[src/rtl/etapa_salida_if.sv]
// Result bus between the last divider stage, the output stage and the downstream reader.
// The slave modport is the output stage; the master modport is the producer/consumer side.
interface etapa_salida_if #(
  parameter int unsigned AnchoDd = 31,
  parameter int unsigned AnchoQ  = 15,
  parameter int unsigned SupDvMn = 16
);
  logic                       goIn;
  logic [AnchoDd:0]           dividendIn;
  logic [AnchoQ:0]            quotientIn;
  logic                       negDivisorIn;
  logic                       negDividendIn;
  logic                       DivisorNoCeroIn;
  logic                       ackIn;
  logic                       validOut;
  logic [AnchoQ:0]            quotientOut;
  logic [AnchoDd-SupDvMn:0]   remainderOut;
  logic                       errOut;
  logic                       fullOut;
  logic                       overrunOut;

  modport master (
    output goIn, dividendIn, quotientIn, negDivisorIn, negDividendIn, DivisorNoCeroIn, ackIn,
    input  validOut, quotientOut, remainderOut, errOut, fullOut, overrunOut
  );

  modport slave (
    input  goIn, dividendIn, quotientIn, negDivisorIn, negDividendIn, DivisorNoCeroIn, ackIn,
    output validOut, quotientOut, remainderOut, errOut, fullOut, overrunOut
  );
endinterface

[src/rtl/etapa_salida.sv]
// Final divider stage: sign-corrects quotient/remainder, flags divide-by-zero and queues
// results in a 2-entry FIFO drained by a valid/ack consumer.
module etapa_salida #(
  parameter int unsigned AnchoDv = 15,
  parameter int unsigned AnchoDd = 31,
  parameter int unsigned AnchoQ  = 15,
  parameter int unsigned SupDvMn = 16
) (
  input  logic           clk,
  input  logic           reset,
  etapa_salida_if.slave  bus
);
  localparam int unsigned AnchoR = AnchoDd - SupDvMn + 1;

  // The quotient of this divider is as wide as its divisor.
  if (AnchoQ != AnchoDv) begin : g_bad_width
    $error("etapa_salida: AnchoQ must equal AnchoDv");
  end

  typedef struct packed {
    logic [AnchoQ:0]   q;
    logic [AnchoR-1:0] r;
    logic              err;
  } entry_t;

  // Sign correction.
  logic [AnchoR-1:0] w_rmag;
  logic              w_neg_q;
  entry_t            w_entry;
  logic              w_unused_lo;

  assign w_rmag      = bus.dividendIn[AnchoDd:SupDvMn];
  assign w_neg_q     = bus.negDivisorIn ^ bus.negDividendIn;
  assign w_unused_lo = ^bus.dividendIn[SupDvMn-1:0];

  always_comb begin
    w_entry = '0;
    if (!bus.DivisorNoCeroIn) begin
      w_entry.q   = '1;
      w_entry.r   = '0;
      w_entry.err = 1'b1;
    end else begin
      w_entry.q   = w_neg_q ? (~bus.quotientIn + 1'b1) : bus.quotientIn;
      w_entry.r   = bus.negDividendIn ? (~w_rmag + 1'b1) : w_rmag;
      w_entry.err = 1'b0;
    end
  end

  // Output buffer.
  entry_t     r_mem [2];
  entry_t     r_last;
  logic       r_wptr;
  logic       r_rptr;
  logic [1:0] r_count;
  logic       r_overrun;

  logic       w_valid;
  logic       w_full;
  logic       w_push;
  logic       w_pop;
  entry_t     w_head;

  assign w_valid = (r_count != 2'd0);
  assign w_full  = (r_count == 2'd2);
  assign w_push  = bus.goIn;
  assign w_pop   = bus.ackIn & w_valid;

  always_ff @(posedge clk) begin
    if (reset) begin
      r_mem[0]  <= '0;
      r_mem[1]  <= '0;
      r_last    <= '0;
      r_wptr    <= 1'b0;
      r_rptr    <= 1'b0;
      r_count   <= 2'd0;
      r_overrun <= 1'b0;
    end else begin
      // A push into a full buffer is only accepted when the head leaves in the same cycle.
      if (w_push && (w_pop || !w_full)) begin
        r_mem[r_wptr] <= w_entry;
        r_wptr        <= ~r_wptr;
      end
      if (w_push && !w_pop && w_full) begin
        r_overrun <= 1'b1;
      end
      if (w_pop) begin
        r_last <= r_mem[r_rptr];
        r_rptr <= ~r_rptr;
      end
      if (w_push && !w_pop && !w_full) begin
        r_count <= r_count + 2'd1;
      end else if (w_pop && !w_push) begin
        r_count <= r_count - 2'd1;
      end
    end
  end

  // Empty buffer keeps showing the last entry read (or the reset value).
  always_comb begin
    w_head = r_last;
    if (w_valid) begin
      w_head = r_mem[r_rptr];
    end
  end

  assign bus.validOut     = w_valid;
  assign bus.fullOut      = w_full;
  assign bus.overrunOut   = r_overrun;
  assign bus.quotientOut  = w_head.q;
  assign bus.remainderOut = w_head.r;
  assign bus.errOut       = w_head.err;
endmodule

[src/flat_wrapper.sv]
// flat-port wrapper written by rule: the top's interface ports become plain ports
module etapa_salida_flat 
#(
  parameter int unsigned AnchoDv = 15,
  parameter int unsigned AnchoDd = 31,
  parameter int unsigned AnchoQ  = 15,
  parameter int unsigned SupDvMn = 16
)
  (clk, reset, bus_goIn, bus_dividendIn, bus_quotientIn, bus_negDivisorIn, bus_negDividendIn, bus_DivisorNoCeroIn, bus_ackIn, bus_validOut, bus_quotientOut, bus_remainderOut, bus_errOut, bus_fullOut, bus_overrunOut);
  etapa_salida_if #(.AnchoDd(AnchoDd), .AnchoQ(AnchoQ), .SupDvMn(SupDvMn)) bus_i ();
  input  logic clk;
  input  logic reset;
  input wire logic [$bits(bus_i.goIn)-1:0] bus_goIn;
  input wire logic [$bits(bus_i.dividendIn)-1:0] bus_dividendIn;
  input wire logic [$bits(bus_i.quotientIn)-1:0] bus_quotientIn;
  input wire logic [$bits(bus_i.negDivisorIn)-1:0] bus_negDivisorIn;
  input wire logic [$bits(bus_i.negDividendIn)-1:0] bus_negDividendIn;
  input wire logic [$bits(bus_i.DivisorNoCeroIn)-1:0] bus_DivisorNoCeroIn;
  input wire logic [$bits(bus_i.ackIn)-1:0] bus_ackIn;
  output wire logic [$bits(bus_i.validOut)-1:0] bus_validOut;
  output wire logic [$bits(bus_i.quotientOut)-1:0] bus_quotientOut;
  output wire logic [$bits(bus_i.remainderOut)-1:0] bus_remainderOut;
  output wire logic [$bits(bus_i.errOut)-1:0] bus_errOut;
  output wire logic [$bits(bus_i.fullOut)-1:0] bus_fullOut;
  output wire logic [$bits(bus_i.overrunOut)-1:0] bus_overrunOut;
  assign bus_i.goIn = bus_goIn;
  assign bus_i.dividendIn = bus_dividendIn;
  assign bus_i.quotientIn = bus_quotientIn;
  assign bus_i.negDivisorIn = bus_negDivisorIn;
  assign bus_i.negDividendIn = bus_negDividendIn;
  assign bus_i.DivisorNoCeroIn = bus_DivisorNoCeroIn;
  assign bus_i.ackIn = bus_ackIn;
  assign bus_validOut = bus_i.validOut;
  assign bus_quotientOut = bus_i.quotientOut;
  assign bus_remainderOut = bus_i.remainderOut;
  assign bus_errOut = bus_i.errOut;
  assign bus_fullOut = bus_i.fullOut;
  assign bus_overrunOut = bus_i.overrunOut;
  etapa_salida #(.AnchoDv(AnchoDv), .AnchoDd(AnchoDd), .AnchoQ(AnchoQ), .SupDvMn(SupDvMn)) u_core (.clk(clk), .reset(reset), .bus(bus_i));
endmodule
[config.mk]
export PLATFORM = sky130hd
export DESIGN_NAME = etapa_salida_flat
export DESIGN_NICKNAME = d
export VERILOG_FILES = /design/src/rtl/etapa_salida_if.sv /design/src/rtl/etapa_salida.sv /design/src/flat_wrapper.sv
export SDC_FILE = /design/constraint.sdc
export NUM_CORES = 1
export LEC_CHECK = 0
export ABC_AREA = 1
export CELL_PAD_IN_SITES_DETAIL_PLACEMENT = 1
export CELL_PAD_IN_SITES_GLOBAL_PLACEMENT = 2
export CORE_AREA = 2 2 132 134
export DETAILED_ROUTE_END_ITERATION = 7
export DIE_AREA = 0 0 134 136
export GPL_TIMING_DRIVEN = 0
export HOLD_SLACK_MARGIN = 0.05
export PLACE_DENSITY = 0.91
export SLEW_MARGIN = 15
export SYNTH_ARGS = -nofsm -noshare
export SYNTH_HDL_FRONTEND = slang
export SYNTH_SLANG_ARGS = --single-unit
export TNS_END_PERCENT = 30
[constraint.sdc]
create_clock -name clk -period 2.55 [get_ports clk]
set_input_delay 0.51 -clock clk [delete_from_list [all_inputs] [get_ports clk]]
set_output_delay 0.51 -clock clk [all_outputs]
set_load 0.02 [all_outputs]
**Word level (Yosys, flattened, before mapping)**

Memory sizes are Yosys's and may differ from the RTL's. A register that Yosys moved wholly into a read port is not among the register bits.
Cells that the tools add are included.

- Add/subtract/negate cells: 4
- Equal/unequal tests: 1
- Muxes and demuxes: 16
- Bitwise operators: 6
- Reductions and logical operators: 12

Operators by type and width:

| cell | count |
|---|---|
| $mux W33 | 3 |
| $reduce_or A33 Y1 | 1 |
| $add A16 B1 Y16 const B | 2 |
| $mux W16 | 2 |
| $not A16 Y16 | 2 |
| $mux W1 | 9 |
| $logic_and A1 B1 Y1 | 5 |
| $mux W2 | 2 |
| $reduce_bool A2 Y1 | 2 |
| $logic_not A1 Y1 | 3 |
| $add A2 B1 Y2 const B | 1 |
| $eq A2 B2 Y1 const B | 1 |
| $not A1 Y1 | 2 |
| $sub A2 B1 Y2 const B | 1 |
| $and A1 B1 Y1 | 1 |
| $logic_or A1 B1 Y1 | 1 |
| $xor A1 B1 Y1 | 1 |

- Register bits after elaboration: 38
- Memory bits (writable): 66
- Input bits: 55
- Output and inout bits: 36
- Word-level logic and storage cells: 47
- Memories: 1

Memories:

| memory | depth | bits a word | read ports | clocked after Yosys merged registers in | wr ports | RTL line | text |
|---|---|---|---|---|---|---|---|
| u_core.r_mem | 2 | 33 | 1 | 1 | 2 | etapa_salida.sv:50 | `entry_t r_mem [2];` |

**Depth between registers and ports, before layout**

Gate-level depths: netlist (run 1).

- Word-level depth: 9
- Gate-level depth with buffers: 11
- Gate-level depth less buffers: 10

**Worst setup path before layout (run 1)**

No wires, ideal clock.

- Path type: input to register
- Start point: in reset
- End point: mem u_core.r_mem[1][0] (netlist name) (enable)
- Library setup time: 0.485 ns
- Arrival time: 1.878 ns
- Data required time: 2.065 ns
- Path slack: 0.187 ns
- Stages: 6
- Path buffers: 3
- Cells stage by stage: clkbuf_1 > inv_1 > nand3_1 > buf_2 > buf_6 > nand2_1

RTL lines:

| element | RTL line | text |
|---|---|---|
| from (decl) | flat_wrapper.sv:12 | `input logic reset;` |
| to (decl) | etapa_salida.sv:50 |  |

==> results.json, run 1 <==
{
  "p_clk_share_pct": 32.1,
  "required_ps": 2040,
  "drc": 0,
  "hold_viol": 0,
  "start_util_pct": 31.3,
  "slew_headroom_pct": 64.7,
  "synth.distinct_cells": 29,
  "fillCellCount": 1986,
  "synth_area_sq_mm": 0.00529,
  "endpoint_kind": "primary output",
  "wl_met3_um": 576,
  "gr-total-overflow": 0,
  "synth_edf_count": 66,
  "critPathMaxFanout": 10,
  "crit_type": "flop to primary output",
  "nNetsFinal": 757,
  "globalplace.congestion": 0.808,
  "maxCapViolations": 0,
  "holdBufCountCts": 0,
  "rsz0062_at_grt": "no",
  "cts_buffer_depth": 2,
  "seq_power_share_pct": 46.3,
  "fin_ws_ps": 88.4,
  "grt_usage_pct": 16.4,
  "setup_violations": 0,
  "stdcell_count": 930,
  "io_pins": 91,
  "async_reset_ff_share_pct": 0,
  "yosysTopAreaCell": "edfxtp_1",
  "grt_pass1_wl_um": 23700,
  "cts_buffers": 9,
  "p_sw_share_pct": 29.4,
  "grt_pass1_vias": 4799,
  "path_cells": "buf_2 -> buf_6 -> mux2i_1 -> o21ai_0 -> dlygate4sd2_1",
  "htree_levels": 3,
  "synth_common_cells": "nor2_1 (116), nand2_1 (105), edfxtp_1 (66)",
  "drt-wirelength-per-cell_um": 15.8,
  "place_inst": 914,
  "internal_power_uw": 3060,
  "cts_tree": "yes",
  "die_x_um": 134,
  "cts_num_sinks": 105,
  "wl_met2_um": 7450,
  "hold_class": "flop to flop",
  "synth_top_area_share_pct": 37.5,
  "p_leak_uw": 0.00278,
  "cp_slowest_cell": "mux2i_1",
  "post-route-min-period_ps": 2460,
  "via_count": 4503,
  "fin_worst_skew_ps": 5.52,
  "crit_arrival_ps": 1950,
  "start_kind": "flop",
  "wl_met1_um": 6520,
  "firstDrtPassIters": 4,
  "n_antenna_cell": 0,
  "drive_gt1_share_pct": 8.23,
  "combPwrFrac_pct": 21.7,
  "synth_area_leaders": "edfxtp_1 (38%), dfxtp_1 (15%), nor2_1 (8.2%)",
  "fmax_mhz": 406,
  "antenna_found_initial": 0,
  "syn-instance-count": 617,
  "outcome": "finished clean",
  "hold_ws_ps": 467,
  "drv_slew": 0,
  "finalCritPeriodShare_pct": 96.5,
  "clock-root-buffer": "clkbuf_16",
  "synth.avg_cell_area_sq_um": 8.57,
  "row_count": 48,
  "regToRegSetupSlack_ps": 440,
  "clkTransAtPathRegs_ps": 70,
  "insertion_delay_ps": 350,
  "drt_wl_total_um": 14700,
  "drt-vias-per-instance": 4.84,
  "grt_max_degree": 34,
  "ys_seq_area_share_pct": 52.3,
  "routed.top_layer": "met4",
  "crit_path_max_incr_delay_ps": 350,
  "die_area_sq_mm": 0.0182,
  "antenna_left": 0,
  "ys_warn_count": 0,
  "die_h_um": 136,
  "peakVddDrop_uv": 286,
  "syn-num-nets": 674,
  "hpwl_um": 11300,
  "syn_to_final_growth_pct": 25.4,
  "power_density_mw_per_mm2": 653,
  "synth_ff_type": "edfxtp_1",
  "drt-initial-drc-count": 303,
  "worst_pin_slew_ps": 530,
  "io_buffers": 72,
  "switchingPower_uw": 1270,
  "core_sq_mm": 0.0169,
  "ys_seq_elements": 105,
  "dp_slack_ps": -239,
  "yosysMostFrequentCell": "nor2_1"
}
## metal layers
layer	GRT usage, %	up-vias
met2	29.6	78
met3	2.98	11
met1	20.1	2158
li1	-	2256
met5	0	-
met4	4.37	0
## metrics by stage
| stage | total power (uW) | TNS [ps] | utilization, % | area [sq um] |
|---|---|---|---|---|
| 6_report | 4330 | 0 | 39.3 | 6630 |
| 5_1_grt | 4510 | 0 | 39.3 | 6630 |
| 4_1_cts | 4350 | -744 | 39.0 | 6580 |
| 3_5_place_dp | 3010 | -16440 | 37.3 | 6290 |
| 3_3_place_gp | 2970 | -43740 | 37.3 | 6290 |
| 2_1_floorplan | 2590 | 0 | - | 5290 |
## critical path: cells and delay by family (launching register included)
kind	cells	cell delay [ps]
compound gates	1	150
buf+inv	3	780
flops	1	320
mux	1	350
## power groups by stage
stage	logic (uW)	registers, uW	clock network (uW)
3_5_place_dp	975	2040	0
3_3_place_gp	944	2030	0
6_report	939	2000	1390
5_1_grt	1040	2010	1460
4_1_cts	939	2000	1410
2_1_floorplan	568	2020	0
## kinds of logic after synthesis
| group | after synthesis | share of synthesized area, % |
|---|---|---|
| AO/OA/AOI/OAI | 112 | 12.4 |
| adder cells (fa/ha/maj) | 2 | 0.473 |
| buffers and inverters | 84 | 6.82 |
| flip-flops | 105 | 52.3 |
| multiplexers | 33 | 6.25 |
| AND/OR/NAND/NOR | 281 | 21.8 |
## area by class of cell
type | count | area (sq um) | area share, %
sequential | 105 | 2760 | 41.7
tap | 225 | 282 | 4.25
multi-input combinational | 428 | 2200 | 33.2
buffer | 34 | 198 | 2.98
timing repair buffer | 72 | 696 | 10.5
inverter | 50 | 188 | 2.83
clock buffer | 9 | 225 | 3.40
clock inverter | 7 | 73.8 | 1.11
## registers in the layout (all words and copies together) (netlist names), named ones only
signal,flops
u_core.bus.overrunOut,1
u_core.r_count,2
u_core.r_last,33
u_core.r_mem,66
u_core.r_rptr,1
u_core.r_wptr,1
## repair_timing
| item | CTS | global route |
|---|---|---|
| setup endpoints to repair | 34 | 76 |
| setup buffers | 0 | 0 |
| resized for setup | 35 | 22 |
## cells in the final DEF (no fill, tap or decap), types with 3 or more instances in the layout
cell type,instances
a211oi_1,33
a21oi_1,19
and2_1,4
buf_2,14
buf_4,3
buf_6,4
clkbuf_1,8
clkbuf_16,9
clkbuf_4,3
clkdlybuf4s50_1,39
dfxtp_1,39
dlygate4sd2_1,26
dlymetal6s2s_1,5
edfxtp_1,66
inv_1,44
inv_2,5
inv_6,4
mux2i_1,28
mux2i_2,5
nand2_1,103
nand2_2,3
nand3_1,37
nand4_1,3
nor2_1,116
nor3_1,7
o21ai_0,55
## worst paths after layout
check / cells past startpoint / to / startpoint
setup / recovery: 5 / bus_quotientOut[3] / flop
hold reg to reg: 1 / u_core.r_rptr / u_core.r_rptr
setup reg to reg: 10 / u_core.r_mem[1][8] / u_core.r_count[0]
hold / removal: 1 / u_core.r_rptr / u_core.r_rptr
No activity file was read; power rests on OpenSTA's default activity.
==> run 2, diff against run 1 <==
- SLEW_MARGIN: 15 -> 25
==> results of run 2 <==
The final DEF is identical to that of run 1; final timing and power are the same.
==> patch 1, RTL diff (settings of run 2) <==
`SupDvMn` is set to 16 in 3 places; all go to 8.
--- a/src/rtl/etapa_salida_if.sv
+++ b/src/rtl/etapa_salida_if.sv
@@ -4,5 +4,5 @@
   parameter int unsigned AnchoDd = 31,
   parameter int unsigned AnchoQ  = 15,
-  parameter int unsigned SupDvMn = 16
+  parameter int unsigned SupDvMn = 8
 );
   logic                       goIn;
--- a/src/rtl/etapa_salida.sv
+++ b/src/rtl/etapa_salida.sv
@@ -5,5 +5,5 @@
   parameter int unsigned AnchoDd = 31,
   parameter int unsigned AnchoQ  = 15,
-  parameter int unsigned SupDvMn = 16
+  parameter int unsigned SupDvMn = 8
 ) (
   input  logic           clk,
--- a/src/flat_wrapper.sv
+++ b/src/flat_wrapper.sv
@@ -5,5 +5,5 @@
   parameter int unsigned AnchoDd = 31,
   parameter int unsigned AnchoQ  = 15,
-  parameter int unsigned SupDvMn = 16
+  parameter int unsigned SupDvMn = 8
 )
   (clk, reset, bus_goIn, bus_dividendIn, bus_quotientIn, bus_negDivisorIn, bus_negDividendIn, bus_DivisorNoCeroIn, bus_ackIn, bus_validOut, bus_quotientOut, bus_remainderOut, bus_errOut, bus_fullOut, bus_overrunOut);
Interface: changed (resized bus_remainderOut); port bits go from 91 to 99. No check against the original RTL was run, so the function may have changed too.
==> patch 1 against run 2 <==
Via count up 31%. Total power up 40%. Sequential cell count up 24. Register-to-register slack worse by 0.22 ns. Sequential share of layout area down 2.6 points. Utilization up 12 points. Synthesized area up 31%. Design area up 32%. Wire length up 37%. Worst setup slack better by 0.0066 ns. Global-route usage up 6.4 points. Combinational power up 38%. Critical path type unchanged. Largest cell class unchanged. Largest power group unchanged. Highest routed layer unchanged.
==> patch 1: results (changes against run 2) <==
- Critical path launch point type: register
- Most numerous cell types in the synthesized netlist: nand2_1 (150), nor2_1 (145), edfxtp_1 (82)
- Clock Path Buffers: 2 (unchanged)
- Tightest Pin Transition: 0.792 ns (+0.262 ns)
- Delay-heaviest family, CP: buffers and inverters
- Number of enable flip-flop cells after synthesis: 82 (+24%)
- First-pass GRT wire length: 32300 microns (+36%)
- Post-synthesis async set-or-reset flop share: 0 (unchanged)
- Crit path largest cell delay: 0.41 ns (+0.06 ns)
- Number of global-route vias before repair: 6196 (+29%)
- Number of buffers added on ports: 88 (+22%)
- Number of buffers created by CTS: 17 (+8)
- Overall routing resource usage: 0.228 (+0.0636)
- Fin Hold WS: 0.458 ns (-0.00830 ns)
- Share of final layout cell area taken by clock buffers and inverters: 0.0638 (+0.0186)
- Number of placed cells counting well taps: 1102 (+21%)
- Number of cells in the finished layout apart from fillers: 1133 (+22%)
- Pre-Repair DR Iteration Count: 5 (+1)
- Endpoint of the worst setup timing path: bus_quotientOut[6]
- H-tree lvl count: 4 (+1)
- Mean routed wirelength per cell: 17.8 microns (+13%)
- Placement-stage cell area: 8120 sq um (+29%)
- Worst-path fanout max: 10 (unchanged)
- Worst vdd rail ir drop: 0.532 mV (+86%)
- Power per standard cell area: 697 nW/um^2 (+6.8%)
- Maximum operating frequency: 0.407 GHz (+0.27%)
- Vias after detailed routing: 5911 (+31%)
- Share of layout cells above drive strength 1: 0.159 (+0.0763)
- Total area of sequential cells: 3400 sq um (+23%)
- Run status: complete, no violations
- Clock buf count: 21 (+12)
- Final setup skew: 0.00917 ns (+0.00365 ns)
- Top Registers: u_core.r_mem: 82 flops, u_core.r_last: 41 flops, u_core.r_count: 2 flops
- Start point of the worst min-delay path: u_core.r_rptr
- Clock Latency Late Sink: 0.42 ns (+0.07 ns)
- Drt first-iter violations: 372 (+23%)
- Detailed placement HPWL: 15100 microns (+34%)
- Number of combinational gates with multiple inputs: 552 (+29%)
- Share of synthesized area occupied by flip-flops and latches: 0.493 (-0.0296)
- Number of nets in the synthesized netlist: 844 (+25%)
- Pin count of the biggest net entering global routing: 27 (-21%)
- P_leak: 3.55 nW (+28%)
- Fillers: 1982 (-0.20%)
- Slack of the worst reg-to-reg path: 0.22 ns (-0.22 ns)
- Flip-flop and latch count after synthesis: 129 (+23%)
- Total number of nets in the final design: 952 (+26%)
- Buffering overhead: 0.132 (-0.00257)
- Inverters: 63 (+26%)
- Destination of the worst register-to-register timing path: u_core.r_mem[1][21]
- Slowest stage cell, crit path: dfxtp_1
- Worst setup timing slack at the placement stage: -0.243 ns (-0.00436 ns)
- Footprint of the multi-input gates: 3080 sq um (+40%)
- Average size of a mapped cell: 8.77 sq um (+2.4%)
- Unique cell type count in the Yosys netlist: 37 (+28%)
- Signal buffers: 132 (+25%)
- Largest cells by area after synthesis: edfxtp_1 (36%), dfxtp_1 (14%), nand2_1 (8.2%)
- Placer Congestion: 0.828 (+2.5%)
- Number of gates resized after CTS: 75 (+110%)
==> patch 1: per-layer routing <==
metal  wire length, microns  up-vias  global-route usage  part of all wire
li1                       -     2876                   -                 -
met1                   9340     2893               0.294              0.46
met2                   9890      115               0.394              0.49
met3                    656       27              0.0384             0.032
met4                    324        0              0.0644             0.016
met5                      0        -                   0                 0
==> patch 1: kinds of logic (layout without fill, tap and decap cells) <==
group / count (synthesis) / count (layout) / synth area share
XOR/XNOR: 2 / 2 / 0.00363
adder cells (fa/ha/maj): 2 / 2 / 0.00363
AO/OA/AOI/OAI: 137 / 137 / 0.145
buffers and inverters: 106 / 227 / 0.0714
AND/OR/NAND/NOR: 370 / 370 / 0.224
multiplexers: 41 / 41 / 0.0595
flip-flops: 129 / 129 / 0.493
==> patch 1: report_power, final <==
| group | leakage [nW] | switching, W | internal (W) |
|---|---|---|---|
| combinational | 2.04 | 0.000831 | 0.000472 |
| sequential | 1.24 | 0.0000806 | 0.00239 |
| clock | 0.268 | 0.000872 | 0.00143 |
==> patch 2, RTL diff (config.mk and constraints of run 2) <==
Without the edit above. Make the reset (`reset`) asynchronous in one clocked block.
--- a/src/rtl/etapa_salida.sv
+++ b/src/rtl/etapa_salida.sv
@@ -66,5 +66,5 @@
   assign w_pop   = bus.ackIn & w_valid;
 
-  always_ff @(posedge clk) begin
+  always_ff @(posedge clk or posedge reset) begin
     if (reset) begin
       r_mem[0]  <= '0;
Formal check against the unedited RTL: differs if reset is asserted again (counterexample within 4 cycles, from zero or initial values and one cycle with reset high); with reset held inactive, the same outputs for 4 cycles.
==> patch 2 against run 2 <==
Worst setup slack improved by 0.036 ns. Wire length increased by 17%. Design area increased by 6.5%. Sequential cell count decreased by 1. Synthesized area increased by 7.5%. Critical path type unchanged.
Power is not compared: it rests on default switching activity, and its combinational part moved more than twofold at a synthesized area within 25%.
==> patch 2: results (changes against run 2) <==
- Run status: complete, no violations
- Number of placed cells counting well taps: 1114 (+22%)
- Most numerous cell types in the synthesized netlist: nand2_1 (345), o21ai_0 (107), dfrtp_1 (104)
- Final setup skew: 0.0115 ns (+0.00596 ns)
- Max-slew headroom: 0.564 (-0.0827)
- Fraction of synthesized area in multiplexers: 0 (-0.0625)
- First-pass GRT wire length: 28600 microns (+20%)
- Mean routed wirelength per cell: 15.2 microns (-3.8%)
- Largest cells by area after synthesis: dfrtp_1 (46%), nand2_1 (23%), o21ai_0 (9.4%)
- Start point of the worst min-delay path: u_core.bus.overrunOut
- Fin Hold WS: 0.477 ns (+0.0100 ns)
- Number of nets in the synthesized netlist: 870 (+29%)
- Pin count of the biggest net entering global routing: 30 (-12%)
- Crit path arrival time: 1.92 ns (-0.03 ns)
- Adder-cell share of the synthesized area: 0.00440 (-0.000331)
- Vias after detailed routing: 5456 (+21%)
- Placer Congestion: 0.760 (-6.0%)
- Detailed placement HPWL: 13200 microns (+17%)
- Destination of the worst register-to-register timing path: u_core.r_last[13]
- Cells on worst reg2reg path: 7 (-3)
- Total number of nets in the final design: 956 (+26%)
- Final routed wirelength across all metal layers: 17200 microns (+17%)
- Unique cell type count in the Yosys netlist: 25 (-14%)
- Hold Path End: u_core.bus.overrunOut
- Pre-Repair DR Iteration Count: 4 (unchanged)
- Post-synthesis async set-or-reset flop share: 1.00 (+1.00)
- Share of synthesized area occupied by flip-flops and latches: 0.458 (-0.0647)
- Overall routing resource usage: 0.198 (+0.0338)
- Slack of the worst reg-to-reg path: 0.81 ns (+0.37 ns)
- Clock Path Buffers: 2 (unchanged)
- Post-synth top flop: dfrtp_1
- Area fraction in compound gates after synthesis: 0.122 (-0.00160)
- Post-Synthesis Cells: 813 (+32%)
- Parity-gate share of the synthesized area counting xor and xnor cells: 0.00462 (+0.00462)
- Number of buffers added on ports: 73 (+1.4%)
- Drt first-iter violations: 345 (+14%)
[patch 2: repair_timing]
item,in CTS,in global routing
gates cloned,0,0
buffers inserted,0,0
resized for setup,52,31
setup endpoints to repair,34,21
[patch 2: layout make-up]
class                           count  area, sq um
Buffer                             39          225
Fill cell                        2164         9820
Inverter                           87          330
Clock inverter                      6         90.1
Clock buffer                       10          229
Multi-Input combinational cell    582         2540
Sequential cell                   104         2600
Timing Repair Buffer               76          752
Tap cell                          225          282
[patch 2: worst max-delay path: stages (launching register included)]
cell and delay, ns:
dfrtp_1 0.41, inv_2 0.07, nand2_4 0.10, buf_2 0.22, buf_4 0.21, nand2_1 0.07, o21ai_0 0.11, dlygate4sd2_1 0.36
[patch 2: cells by family after synthesis]
logic type | after synthesis
buffers and inverters | 127
XOR/XNOR | 3
AO/OA/AOI/OAI | 135
flip-flops | 104
adder cells (fa/ha/maj) | 2
AND/OR/NAND/NOR | 442
[patch 2: metal layers]
metal  track usage  routed length [microns]
met4        0.0455                      140
met1         0.288                     8880
met3        0.0261                      421
met2         0.313                     7740
met5             0                        0
[patch 2: metrics by stage]
step	worst slack, ns	utilization	area, sq um
final	0.125	0.418	7060
after global routing	-0.0185	0.418	7060
after CTS	-0.158	0.418	7060
after detailed placement	-0.331	0.401	6770
after global placement	-0.309	0.397	6700
after floorplan	0.571	-	5690
[patch 2: where the power goes]
| group | leakage [nW] | switching, W | internal (W) |
|---|---|---|---|
| clock | 0.153 | 0.000639 | 0.000867 |
| sequential | 1.30 | 0.000358 | 0.00240 |
| combinational | 2.11 | 0.00285 | 0.00144 |
| total | 3.57 | 0.00384 | 0.00471 |
[patch 2: worst max-delay path by stage]
stage	depth (start not counted)	startpoint	slack [ns]	end
final	7	u_core.r_count[0]	0.12	bus_quotientOut[1]
after global routing	6	u_core.r_rptr	-0.02	bus_remainderOut[2]
after CTS	6	u_core.r_count[0]	-0.16	bus_quotientOut[7]
after detailed placement	8	u_core.r_rptr	-0.33	bus_remainderOut[15]
after global placement	2	reset	-0.31	u_core.r_mem[15]
after floorplan	5	u_core.r_count[1]	0.57	bus_quotientOut[10]
